## src/rtl/adder4_rc.sv

```systemverilog
// rtl/adder4_rc.sv - 4-bit ripple-carry adder with a registered result stage
// A chain of four full adders, plus a registered copy of the result and its signed-overflow flag.

module full_adder (
  input  logic a,
  input  logic b,
  input  logic ci,
  output logic s,
  output logic co
);

  assign s  = a ^ b ^ ci;
  assign co = (a & b) | (ci & (a ^ b));

endmodule

module adder4_rc (
  input  logic       clk,
  input  logic       rst,
  input  logic [3:0] a,
  input  logic [3:0] b,
  input  logic       ci,
  input  logic       en,
  output logic [3:0] s,
  output logic       co,
  output logic [3:0] s_q,
  output logic       co_q,
  output logic       ovf_q,
  output logic       vld_q
);

  logic [4:0] c;
  logic       ovf;

  assign c[0] = ci;

  full_adder u_fa0 (.a(a[0]), .b(b[0]), .ci(c[0]), .s(s[0]), .co(c[1]));
  full_adder u_fa1 (.a(a[1]), .b(b[1]), .ci(c[1]), .s(s[1]), .co(c[2]));
  full_adder u_fa2 (.a(a[2]), .b(b[2]), .ci(c[2]), .s(s[2]), .co(c[3]));
  full_adder u_fa3 (.a(a[3]), .b(b[3]), .ci(c[3]), .s(s[3]), .co(c[4]));

  assign co = c[4];

  // Signed overflow: the carry into the sign bit disagrees with the carry out of it.
  assign ovf = c[3] ^ c[4];

  always_ff @(posedge clk or posedge rst) begin
    if (rst) begin
      s_q   <= 4'b0000;
      co_q  <= 1'b0;
      ovf_q <= 1'b0;
      vld_q <= 1'b0;
    end else if (en) begin
      s_q   <= s;
      co_q  <= co;
      ovf_q <= ovf;
      vld_q <= 1'b1;
    end
  end

endmodule

```

## config.mk

```make
export PLATFORM = sky130hd
export DESIGN_NAME = adder4_rc
export DESIGN_NICKNAME = d
export VERILOG_FILES = /design/src/rtl/adder4_rc.sv
export SDC_FILE = /design/constraint.sdc
export NUM_CORES = 1
export LEC_CHECK = 0
export CORE_AREA = 10 10 47 49
export DETAILED_ROUTE_END_ITERATION = 6
export DIE_AREA = 0 0 57 59
export HOLD_SLACK_MARGIN = 0.03
export PLACE_DENSITY = 0.66
export SLEW_MARGIN = 15
export SYNTH_ARGS = -nofsm -noshare
export SYNTH_HDL_FRONTEND = slang
export SYNTH_SLANG_ARGS = --single-unit
export TNS_END_PERCENT = 50
```

## constraint.sdc

```tcl
create_clock -name clk -period 8.77 [get_ports clk]
set_clock_uncertainty 0.05 [all_clocks]
set_input_delay 2.631 -clock clk [delete_from_list [all_inputs] [get_ports clk]]
set_output_delay 2.631 -clock clk [all_outputs]
set_load 0.02 [all_outputs]
```

# Word level (Yosys, flattened, before mapping)
# Cells that the tools add are included.
dict set report classes {
  bitwise 21
}
# cell n
set ops {}
lappend ops {{$xor 1x1->1} 9}
lappend ops {{$and 1x1->1} 8}
lappend ops {{$or 1x1->1} 4}
dict set report word_totals {
  wordCells 25
  regBits 7
}

# Longest topological paths before layout
# Gate-level depths: netlist (run 1).
dict set report logic_depth {
  word_depth 10
  ltp_mapped 9
  depth_no_buf 9
}

# Hierarchy
# Synthesis (run 1) repeated with hierarchy kept, for this count alone.
dict set report unflattened {
  hier_cells 22
  area_unflattened_um2 369.1
}
# mod seq_area_each_um2 area_per_inst_um2 cells_each n_inst
set by_module_without_submodules {}
lappend by_module_without_submodules {adder4_rc 175.2 289.0 18 1}
lappend by_module_without_submodules {full_adder 0.0 20.0 1 4}

# Worst setup path after synthesis (run 1)
# Ideal clock, no wire load.
dict set report synth_timing {
  path_kind {input port to output port}
  startpoint {input a[0]}
  endpoint {output s[3]}
  slack_ns 1.747
  required_ns 6.089
  arrival_time_ns 4.342
  stages 9
  path_cell_list {fa_1 > inv_1 > fa_1 > inv_1 > fa_1 > inv_1 > fa_1 > inv_1 > buf_4}
}
dict set report synth_between {
  elab_chain_cells 8
  elab_cells_between_ends 9
  cone_classes {bitwise (9)}
}
# item line
set synth_lines {}
lappend synth_lines {{start: declaration} 20} ;# input logic [3:0] a,
lappend synth_lines {{$xor 1x1->1} 13} ;# assign co = (a & b) | (ci & (a ^ b));
lappend synth_lines {{$and 1x1->1} 13}
lappend synth_lines {{$or 1x1->1 *} 13}
lappend synth_lines {{$and 1x1->1 *} 13}
lappend synth_lines {{$or 1x1->1 *} 13}
lappend synth_lines {{$and 1x1->1 *} 13}
lappend synth_lines {{$or 1x1->1 *} 13}
lappend synth_lines {{$xor 1x1->1 *} 12} ;# assign s = a ^ b ^ ci;
lappend synth_lines {{end: declaration} 24} ;# output logic [3:0] s,
# Mark *: on every way between the ends. The rest lies on a longest branch, timed or not.

# Worst setup path in the final report (run 1)
# Same ends and word-level chain as after synthesis.

==> impl_metrics.csv, run 1 <==
group,metric,value,unit
critical_path,startpoint_type,"primary input",
power,powerDensity,184.9,nW/um^2
timing,rsz0062_at_grt,"no",
logic_synthesis,syn_inst,38,
clock_tree,numCtsBuffers,3,
power,peakVddDrop,110.7,uV
final_layout,fill_cells,146,
drt,wire_per_inst,12.76,um
worst_hold_path,min_path_type,"flip-flop to flip-flop",
clock_tree,holdBufCountCts,0,
global_route,grt_pass1_wl,1725,um
logic_synthesis,ys_seq_area_share,42.04,%
global_route,grt_max_degree,11,
floorplanning,initial_core_util,29.73,%
final_layout,final_net_count,77,
floorplanning,core,1401,sq um
critical_path,r2r_end,"vld_q",
clock_tree,clock_latency,0.25,ns
critical_path,slowest_delay,0.60,ns
clock_tree,clockRootBuffer,"clkbuf_4",
drt,first_iter_violations,1,
timing,max_freq,0.1251,GHz
critical_path,crit_slowest_cell,"clkdlybuf4s50_1",
drt,viasPerCell,4.145,
global_route,grt_overflow,0,
run_status,run_status,"completed",
critical_path,crit_buf_inv,6,
timing,setup_tns,0,ns
final_layout,instances_no_fill,76,
floorplanning,io_pins,24,
critical_path,crit_path_end_kind,"primary output",
final_layout,seqCellArea,175.2,sq um
timing,report.final.slew_viol_count,0,
place,dp_cells,72,
clock_tree,clk_pin_slew,0.05,ns
final_layout,multi_input_area,158.9,sq um
timing,setup_viol,0,
logic_synthesis,syn_area_per_cell,10.96,sq um
clock_tree,htreeDepth,1,
floorplanning,die_w,57,um
logic_synthesis,syn_nets,54,
job,drv_cap,0,
critical_path,crit_path_start,"a[0]",
critical_path,r2r_cells,1,
floorplanning,die_area,3363,sq um
timing,hold_violations,0,
critical_path,crit_chain,"clkdlybuf4s50_1 -> fa_1 -> inv_1 -> fa_1 -> inv_1 -> fa_1 -> inv_1 -> fa_1 -> inv_1 -> clkdlybuf4s50_1",
logic_synthesis,ys_warn_count,0,
clock_tree,cts_max_path_buffers,2,
global_route,grtUsageTotal,6.678,%
place,gp_congestion,0.6749,
drt,antenna_left,0,
global_route,antenna_found_initial,0,
final_layout,antenna_cells,0,
critical_path,rrSetupSlack,7.96,ns
timing,tightestPinTransition,0.3909,ns
critical_path,critical-path-top-delay-family,"adder cells",
timing,finalCriticalPeriod,7.995,ns
drt,drt-pass1-iter-count,2,
drt,routed_wl,970,um
drt,vias,315,
drt,drc,0,
final_layout,drive_above_1_share,11.67,%
clock_tree,cts_tree,"yes",
critical_path,path_max_fanout,2,
logic_synthesis,synth_cell_types,11,
place,hpwl,813,um
critical_path,critPathKind,"primary input to primary output",
clock_tree,cts.sinks,7,
critical_path,crit_end,"s[3]",
logic_synthesis,ys_ff_latch,7,
timing,slew_headroom,73.86,%
timing,finalCritPeriodShare,91.17,%
final_layout,areaGrowthSynthToFinish,56.46,%
power,leakage,0.3001,nW
logic_synthesis,synthesis.area,416.7,sq um
critical_path,crit_arrival,5.31,ns
critical_path,timing.rr.start,"vld_q",
floorplanning,chipHeight,59,um
critical_path,cp.depth,10,
critical_path,required,6.09,ns
floorplanning,rows,14,
global_route,grt_pass1_vias,380,
clock_tree,post_cts_resized,0,
place,place.port_buffers,23,
clock_tree,postCtsSetupBuffers,0,
-- logic make-up after synthesis --
group | after synthesis | synth area share, %
buf+inv | 16 | 19.82
flops | 7 | 42.04
fa+ha+maj | 4 | 19.22
simple gates | 4 | 4.205
compound gates | 3 | 3.603
mux | 3 | 9.008
xor+xnor | 1 | 2.102
-- state kept, by name, indices dropped and copies added, names as in the netlist --
| signal | cells |
|---|---|
| ovf_q | 1 |
| co_q | 1 |
| s_q | 4 |
| vld_q | 1 |
-- power by group --
group / internal, W / switching (W) / leakage [nW]
clock: 0.0000174 / 0.0000122 / 0.0150
sequential: 0.0000377 / 0.00000270 / 0.0773
combinational: 0.0000269 / 0.0000236 / 0.208
total: 0.0000820 / 0.0000386 / 0.300
-- synthesized netlist by cell type --
master,n,share of area (%)
dfrtp_1,7,42
buf_4,4,7.2
buf_6,1,2.7
a21oi_1,3,3.6
mux2_4,1,3.6
mux2_2,2,5.4
xnor2_1,1,2.1
inv_1,11,9.9
or2_2,1,1.5
nor2_1,3,2.7
fa_1,4,19
-- layout by cell type (no fill, tap or decap) --
cell type / count
fa_1: 4
clkbuf_4: 3
nor2_1: 3
dfrtp_1: 7
a21oi_1: 3
xnor2_1: 1
clkdlybuf4s50_1: 23
clkbuf_1: 1
mux2_4: 1
mux2_2: 2
or2_2: 1
inv_1: 11
-- through the flow --
step	cell area, sq um	worst slack [ns]	utilization (%)	hold WS, ns	power, W
after detailed placement	625.6	0.7550	44.64	0.4092	0.00009231
after global routing	651.9	0.6129	46.52	0.4534	0.0001290
after global placement	625.6	0.7687	44.64	0.4002	0.00009176
final	651.9	0.7747	46.52	0.4216	0.0001205
after CTS	651.9	0.7519	46.52	0.4256	0.0001232
after floorplan	416.7	1.747	-	0.5416	0.00007063
-- area by class of cell --
cell class | count | share of cell area, %
sequential | 7 | 26.87
timing repair buffer | 23 | 35.32
tap | 16 | 3.071
inverter | 11 | 6.334
clock buffer | 4 | 4.031
multi-input combinational | 15 | 24.38
-- worst min path at each step --
stage / startpoint / to / cells after the start
6_report: vld_q / vld_q / 1
5_1_grt: vld_q / vld_q / 1
4_1_cts: vld_q / vld_q / 1
3_5_place_dp: vld_q / vld_q / 1
3_3_place_gp: vld_q / vld_q / 1
2_1_floorplan: vld_q / vld_q / 1
-- layer usage --
metal	GRT usage (%)	wire, um	vias up
met5	0	0	-
met4	1.007	0	0
met3	6.438	120	0
met2	11.16	524	13
met1	5.861	324	154
li1	-	-	148
No activity file was read; power rests on OpenSTA's default activity.
==> inputs of run 2 (changes only) <==
CTS_BUF_LIST = sky130_fd_sc_hd__clkbuf_8   (was default)
SLEW_MARGIN = default   (was 15)
==> run 2 against run 1 <==
  * Cell count unchanged
  * Maximum frequency about the same
  * Sequential share of layout area down 0.75 points
  * Die area unchanged
  * Register-to-register slack about the same
  * Clock-buffer cell count down 1
  * Largest power group unchanged
  * Design area up 2.9%
  * Global-route usage up 0.087 points
  * Flip-flop and latch count unchanged
  * First-iteration DRC count rose to 3.0 times the previous value
==> impl_metrics.csv, run 2 (synthesis results as in run 1) <==
group,metric,value,unit
drt,first_iter_violations,3,
clock_tree,numCtsBuffers,3,
global_route,grt_overflow,0,
clock_tree,holdBufCountCts,0,
critical_path,r2r_end,"vld_q",
power,peakVddDrop,115.8,uV
place,place_area,625.6,sq um
clock_tree,cts_max_path_buffers,2,
global_route,grt_pass1_vias,383,
critical_path,slowest_delay,0.60,ns
timing,setup_viol,0,
timing,tightestPinTransition,0.3884,ns
critical_path,cp.depth,10,
timing,rsz0062_at_grt,"no",
final_layout,drive_above_1_share,11.67,%
timing,setup_tns,0,ns
power,clkPwrFrac,32.9,%
critical_path,crit_buf_inv,6,
floorplanning,die_area,3363,sq um
timing,hold_violations,0,
run_status,run_status,"completed",
drt,wire_per_inst,12.89,um
power,seqPwrFrac,29.9,%
critical_path,critPathKind,"primary input to primary output",
critical_path,crit_arrival,5.31,ns
critical_path,crit_slowest_cell,"clkdlybuf4s50_1",
clock_tree,htreeDepth,1,
floorplanning,initial_core_util,29.73,%
floorplanning,rows,14,
power,power_switching_share,29.84,%
clock_tree,post_cts_resized,0,
timing,finalCritPeriodShare,91.17,%
power,power_frac_comb,37.3,%
global_route,grtUsageTotal,6.766,%
final_layout,instances_no_fill,76,
critical_path,crit_end,"s[3]",
drt,drt-pass1-iter-count,2,
place,gp_congestion,0.6749,
place,place.port_buffers,23,
timing,report.final.slew_viol_count,0,
floorplanning,io_pins,24,
final_layout,final_net_count,77,
clock_tree,clock_latency,0.23,ns
drt,viasPerCell,4.184,
global_route,grt_pass1_wl,1759,um
global_route,antenna_found_initial,0,
critical_path,r2r_cells,1,
power,p_int,0.00009497,W
final_layout,antenna_cells,0,
critical_path,crit_path_end_kind,"primary output",
critical_path,required,6.09,ns
clock_tree,clockRootBuffer,"clkbuf_8",
critical_path,timing.rr.start,"vld_q",
worst_hold_path,min_path_type,"flip-flop to flip-flop",
clock_tree,cts.sinks,7,
floorplanning,chipHeight,59,um
critical_path,rrSetupSlack,7.97,ns
final_layout,final_cell_mix,"clkdlybuf4s50_1, inv_1, dfrtp_1",
timing,fin_worst_hold_slack,0.4171,ns
floorplanning,core,1401,sq um
critical_path,critical-path-top-delay-family,"adder cells",
floorplanning,die_w,57,um
clock_tree,postCtsSetupBuffers,0,
timing,max_freq,0.1251,GHz
place,dp_cells,72,
final_layout,layout_commonest_cell,"clkdlybuf4s50_1",
final_layout,areaGrowthSynthToFinish,60.96,%
power,powerDensity,201.9,nW/um^2
drt,vias,318,
drt,antenna_left,0,
power,p_sw,0.00004040,W
drt,routed_wl,980,um
place,hpwl,813,um
clock_tree,cts_tree,"yes",
final_layout,fin_area,670.6,sq um
critical_path,startpoint_type,"primary input",
timing,finalCriticalPeriod,7.996,ns
power,leakage,0.3120,nW
timing,slew_headroom,74.03,%
global_route,grt_max_degree,11,
clock_tree,clk_pin_slew,0.04,ns
critical_path,path_max_fanout,2,
critical_path,crit_path_start,"a[0]",
drt,drc,0,
critical_path,crit_chain,"clkdlybuf4s50_1 -> fa_1 -> inv_1 -> fa_1 -> inv_1 -> fa_1 -> inv_1 -> fa_1 -> inv_1 -> clkdlybuf4s50_1",
final_layout,largest_register,"s_q",
final_layout,largest_reg_flops,4,
job,drv_cap,0,
==> run 2: cell count changes in the layout (fill, tap and decap cells not counted), sizes merged <==
cell    before  now
clkbuf       4    3
inv         11   12
==> run 2: area by class of cell <==
class	count	area [sq um]
multi-input combinational	15	158.9
inverter	11	41.29
clock inverter	1	3.754
timing repair buffer	23	230.2
tap	16	20.02
fill	147	730.7
clock buffer	3	41.29
sequential	7	175.2
==> run 2: worst min-delay path by stage <==
stage	depth (start not counted)	slack (ns)	to	from
5_1_grt	1	0.45	vld_q	vld_q
3_5_place_dp	1	0.41	vld_q	vld_q
6_report	1	0.42	vld_q	vld_q
3_3_place_gp	1	0.40	vld_q	vld_q
2_1_floorplan	1	0.54	vld_q	vld_q
4_1_cts	1	0.42	vld_q	vld_q
==> run 2: per-layer routing <==
layer | part of all wire (%) | track usage [%]
met1 | 33 | 5.983
met2 | 53 | 11.32
met3 | 13 | 5.794
met4 | 0.82 | 2.013
met5 | 0 | 0
==> run 2: power by group through the flow <==
stage	clock [W]	sequential, W	combinational, W
after floorplan	0	0.0000475	0.0000231
after detailed placement	0	0.0000408	0.0000515
after CTS	0.0000463	0.0000405	0.0000518
after global placement	0	0.0000406	0.0000512
final	0.0000445	0.0000404	0.0000505
after global routing	0.0000490	0.0000413	0.0000552
==> run 2: metrics by stage <==
| step | util, % | setup slack (ns) | total power (W) |
|---|---|---|---|
| floorplan | - | 1.747 | 0.00007063 |
| global placement | 44.64 | 0.7687 | 0.00009176 |
| detailed placement | 44.64 | 0.7550 | 0.00009231 |
| CTS | 47.86 | 0.7519 | 0.0001386 |
| global route | 47.86 | 0.6129 | 0.0001455 |
| finish | 47.86 | 0.7743 | 0.0001354 |
==> inputs of run 3 (changes only) <==
DONT_BUFFER_PORTS = 1   (was default)
PLACE_DENSITY = 0.43   (was 0.66)
==> run 3 against run 2 <==
  * Maximum frequency up 13%
  * Cell count shrank 30%
  * Register-to-register slack lost 0.12 ns
  * Clock-buffer cell count is the same
  * Design area shrank 34%
  * Via count fell by 32%
  * Combinational power shrank 60%
  * Total power is 16% lower
  * Non-clock buffer count fell by 23
==> impl_metrics.csv, run 3 (synthesis results as in run 1) <==
group,metric,value,unit
job,drv_cap,0,
timing,rsz0062_at_grt,"no",
global_route,antenna_found_initial,0,
worst_hold_path,min_path_type,"flip-flop to flip-flop",
clock_tree,clock_latency,0.23,ns
power,peakVddDrop,76.39,uV
critical_path,critPathKind,"primary input to primary output",
drt,antenna_left,0,
clock_tree,clockRootBuffer,"clkbuf_8",
clock_tree,clk_pin_slew,0.04,ns
floorplanning,rows,14,
timing,tightestPinTransition,0.2639,ns
timing,fin_ws,1.715,ns
floorplanning,die_area,3363,sq um
clock_tree,cts_max_path_buffers,2,
final_layout,fill_cells,159,
global_route,grtUsageTotal,5.696,%
place,gp_congestion,0.6355,
global_route,grt_max_degree,11,
clock_tree,cts.sinks,7,
drt,viasPerCell,4.075,
clock_tree,cts_tree,"yes",
drt,vias,216,
timing,setup_tns,0,ns
final_layout,final_net_count,54,
timing,slew_headroom,82.39,%
drt,drt-pass1-iter-count,1,
final_layout,drive_above_1_share,18.92,%
power,leakage,0.2212,nW
global_route,grt_pass1_vias,239,
place,dp_cells,49,
global_route,use_met2,7.752,%
floorplanning,chipHeight,59,um
drt,routed_wl,840,um
critical_path,required,6.09,ns
final_layout,areaGrowthSynthToFinish,5.706,%
clock_tree,postCtsSetupBuffers,0,
timing,max_freq,0.1417,GHz
floorplanning,io_pins,24,
timing,fin_worst_hold_slack,0.5883,ns
critical_path,crit_arrival,4.37,ns
clock_tree,post_cts_resized,0,
timing,hold_violations,0,
final_layout,largest_reg_flops,4,
timing,finalCriticalPeriod,7.055,ns
place,pre_cts_slack,1.686,ns
global_route,grt_util_met1,5.435,%
timing,finalCritPeriodShare,80.44,%
critical_path,path_max_fanout,2,
drt,first_iter_violations,0,
floorplanning,die_w,57,um
final_layout,layout_commonest_cell,"inv_1",
final_layout,instances_no_fill,53,
global_route,grt_overflow,0,
global_route,use_met3,6.438,%
clock_tree,numCtsBuffers,3,
final_layout,largest_register,"s_q",
critical_path,slowest_delay,0.42,ns
critical_path,crit_chain,"fa_1 -> inv_1 -> fa_1 -> inv_1 -> fa_1 -> inv_1 -> fa_1 -> inv_1",
final_layout,antenna_cells,0,
final_layout,final_cell_mix,"inv_1, dfrtp_1, fa_1",
critical_path,crit_path_end_kind,"primary output",
power,powerDensity,256.7,nW/um^2
clock_tree,htreeDepth,1,
global_route,grt_busiest_layer,"met2",
clock_tree,holdBufCountCts,0,
timing,setup_viol,0,
drt,drc,0,
critical_path,critical-path-top-delay-family,"adder cells",
place,hpwl,734.4,um
run_status,run_status,"completed",
floorplanning,core,1401,sq um
global_route,grt_pass1_wl,1373,um
critical_path,crit_buf_inv,4,
timing,report.final.slew_viol_count,0,
critical_path,crit_slowest_cell,"fa_1",
critical_path,startpoint_type,"primary input",
place,place.port_buffers,0,
drt,wire_per_inst,15.85,um
floorplanning,initial_core_util,29.73,%
[run 3: layer usage]
metal | up-vias | share of wire (%)
met1 | 95 | 39
li1 | 102 | -
met5 | - | 0
met4 | 0 | 0.95
met3 | 3 | 15
met2 | 16 | 45
[run 3: path summary, 6_finish.rpt]
check                           cells after the start  slack (ns)  startpoint     end
worst max-delay path                                8        1.72        a[0]    s[3]
worst min-delay path                                1        0.59       vld_q   vld_q
worst max register to register                      1        7.85       vld_q   vld_q
worst min register to register                      1        0.59       vld_q   vld_q
max in group asynchronous                           1        6.29         rst    co_q
min in group asynchronous                           1        2.17         rst  s_q[0]
[run 3: cell type report]
type                            instances  area [sq um]  share of cell area, %
Clock inverter                          1         3.754                 0.8523
Clock buffer                            3         41.29                  9.375
Inverter                               11         41.29                  9.375
Multi-Input combinational cell         15         158.9                  36.08
Tap cell                               16         20.02                  4.545
Sequential cell                         7         175.2                  39.77
[run 3: power breakdown]
part           internal [W]  switching, W  total (W)
registers         0.0000377     0.0000107  0.0000485
clock network     0.0000303     0.0000142  0.0000445
logic            0.00000832     0.0000118  0.0000201
[run 3: per-stage QoR]
stage | util, % | area (sq um) | total power [W]
3_5_place_dp | 28.21 | 395.4 | 0.00007025
4_1_cts | 31.43 | 440.4 | 0.0001163
3_3_place_gp | 28.21 | 395.4 | 0.00006970
5_1_grt | 31.43 | 440.4 | 0.0001214
6_report | 31.43 | 440.4 | 0.0001131
2_1_floorplan | - | 416.7 | 0.00007063
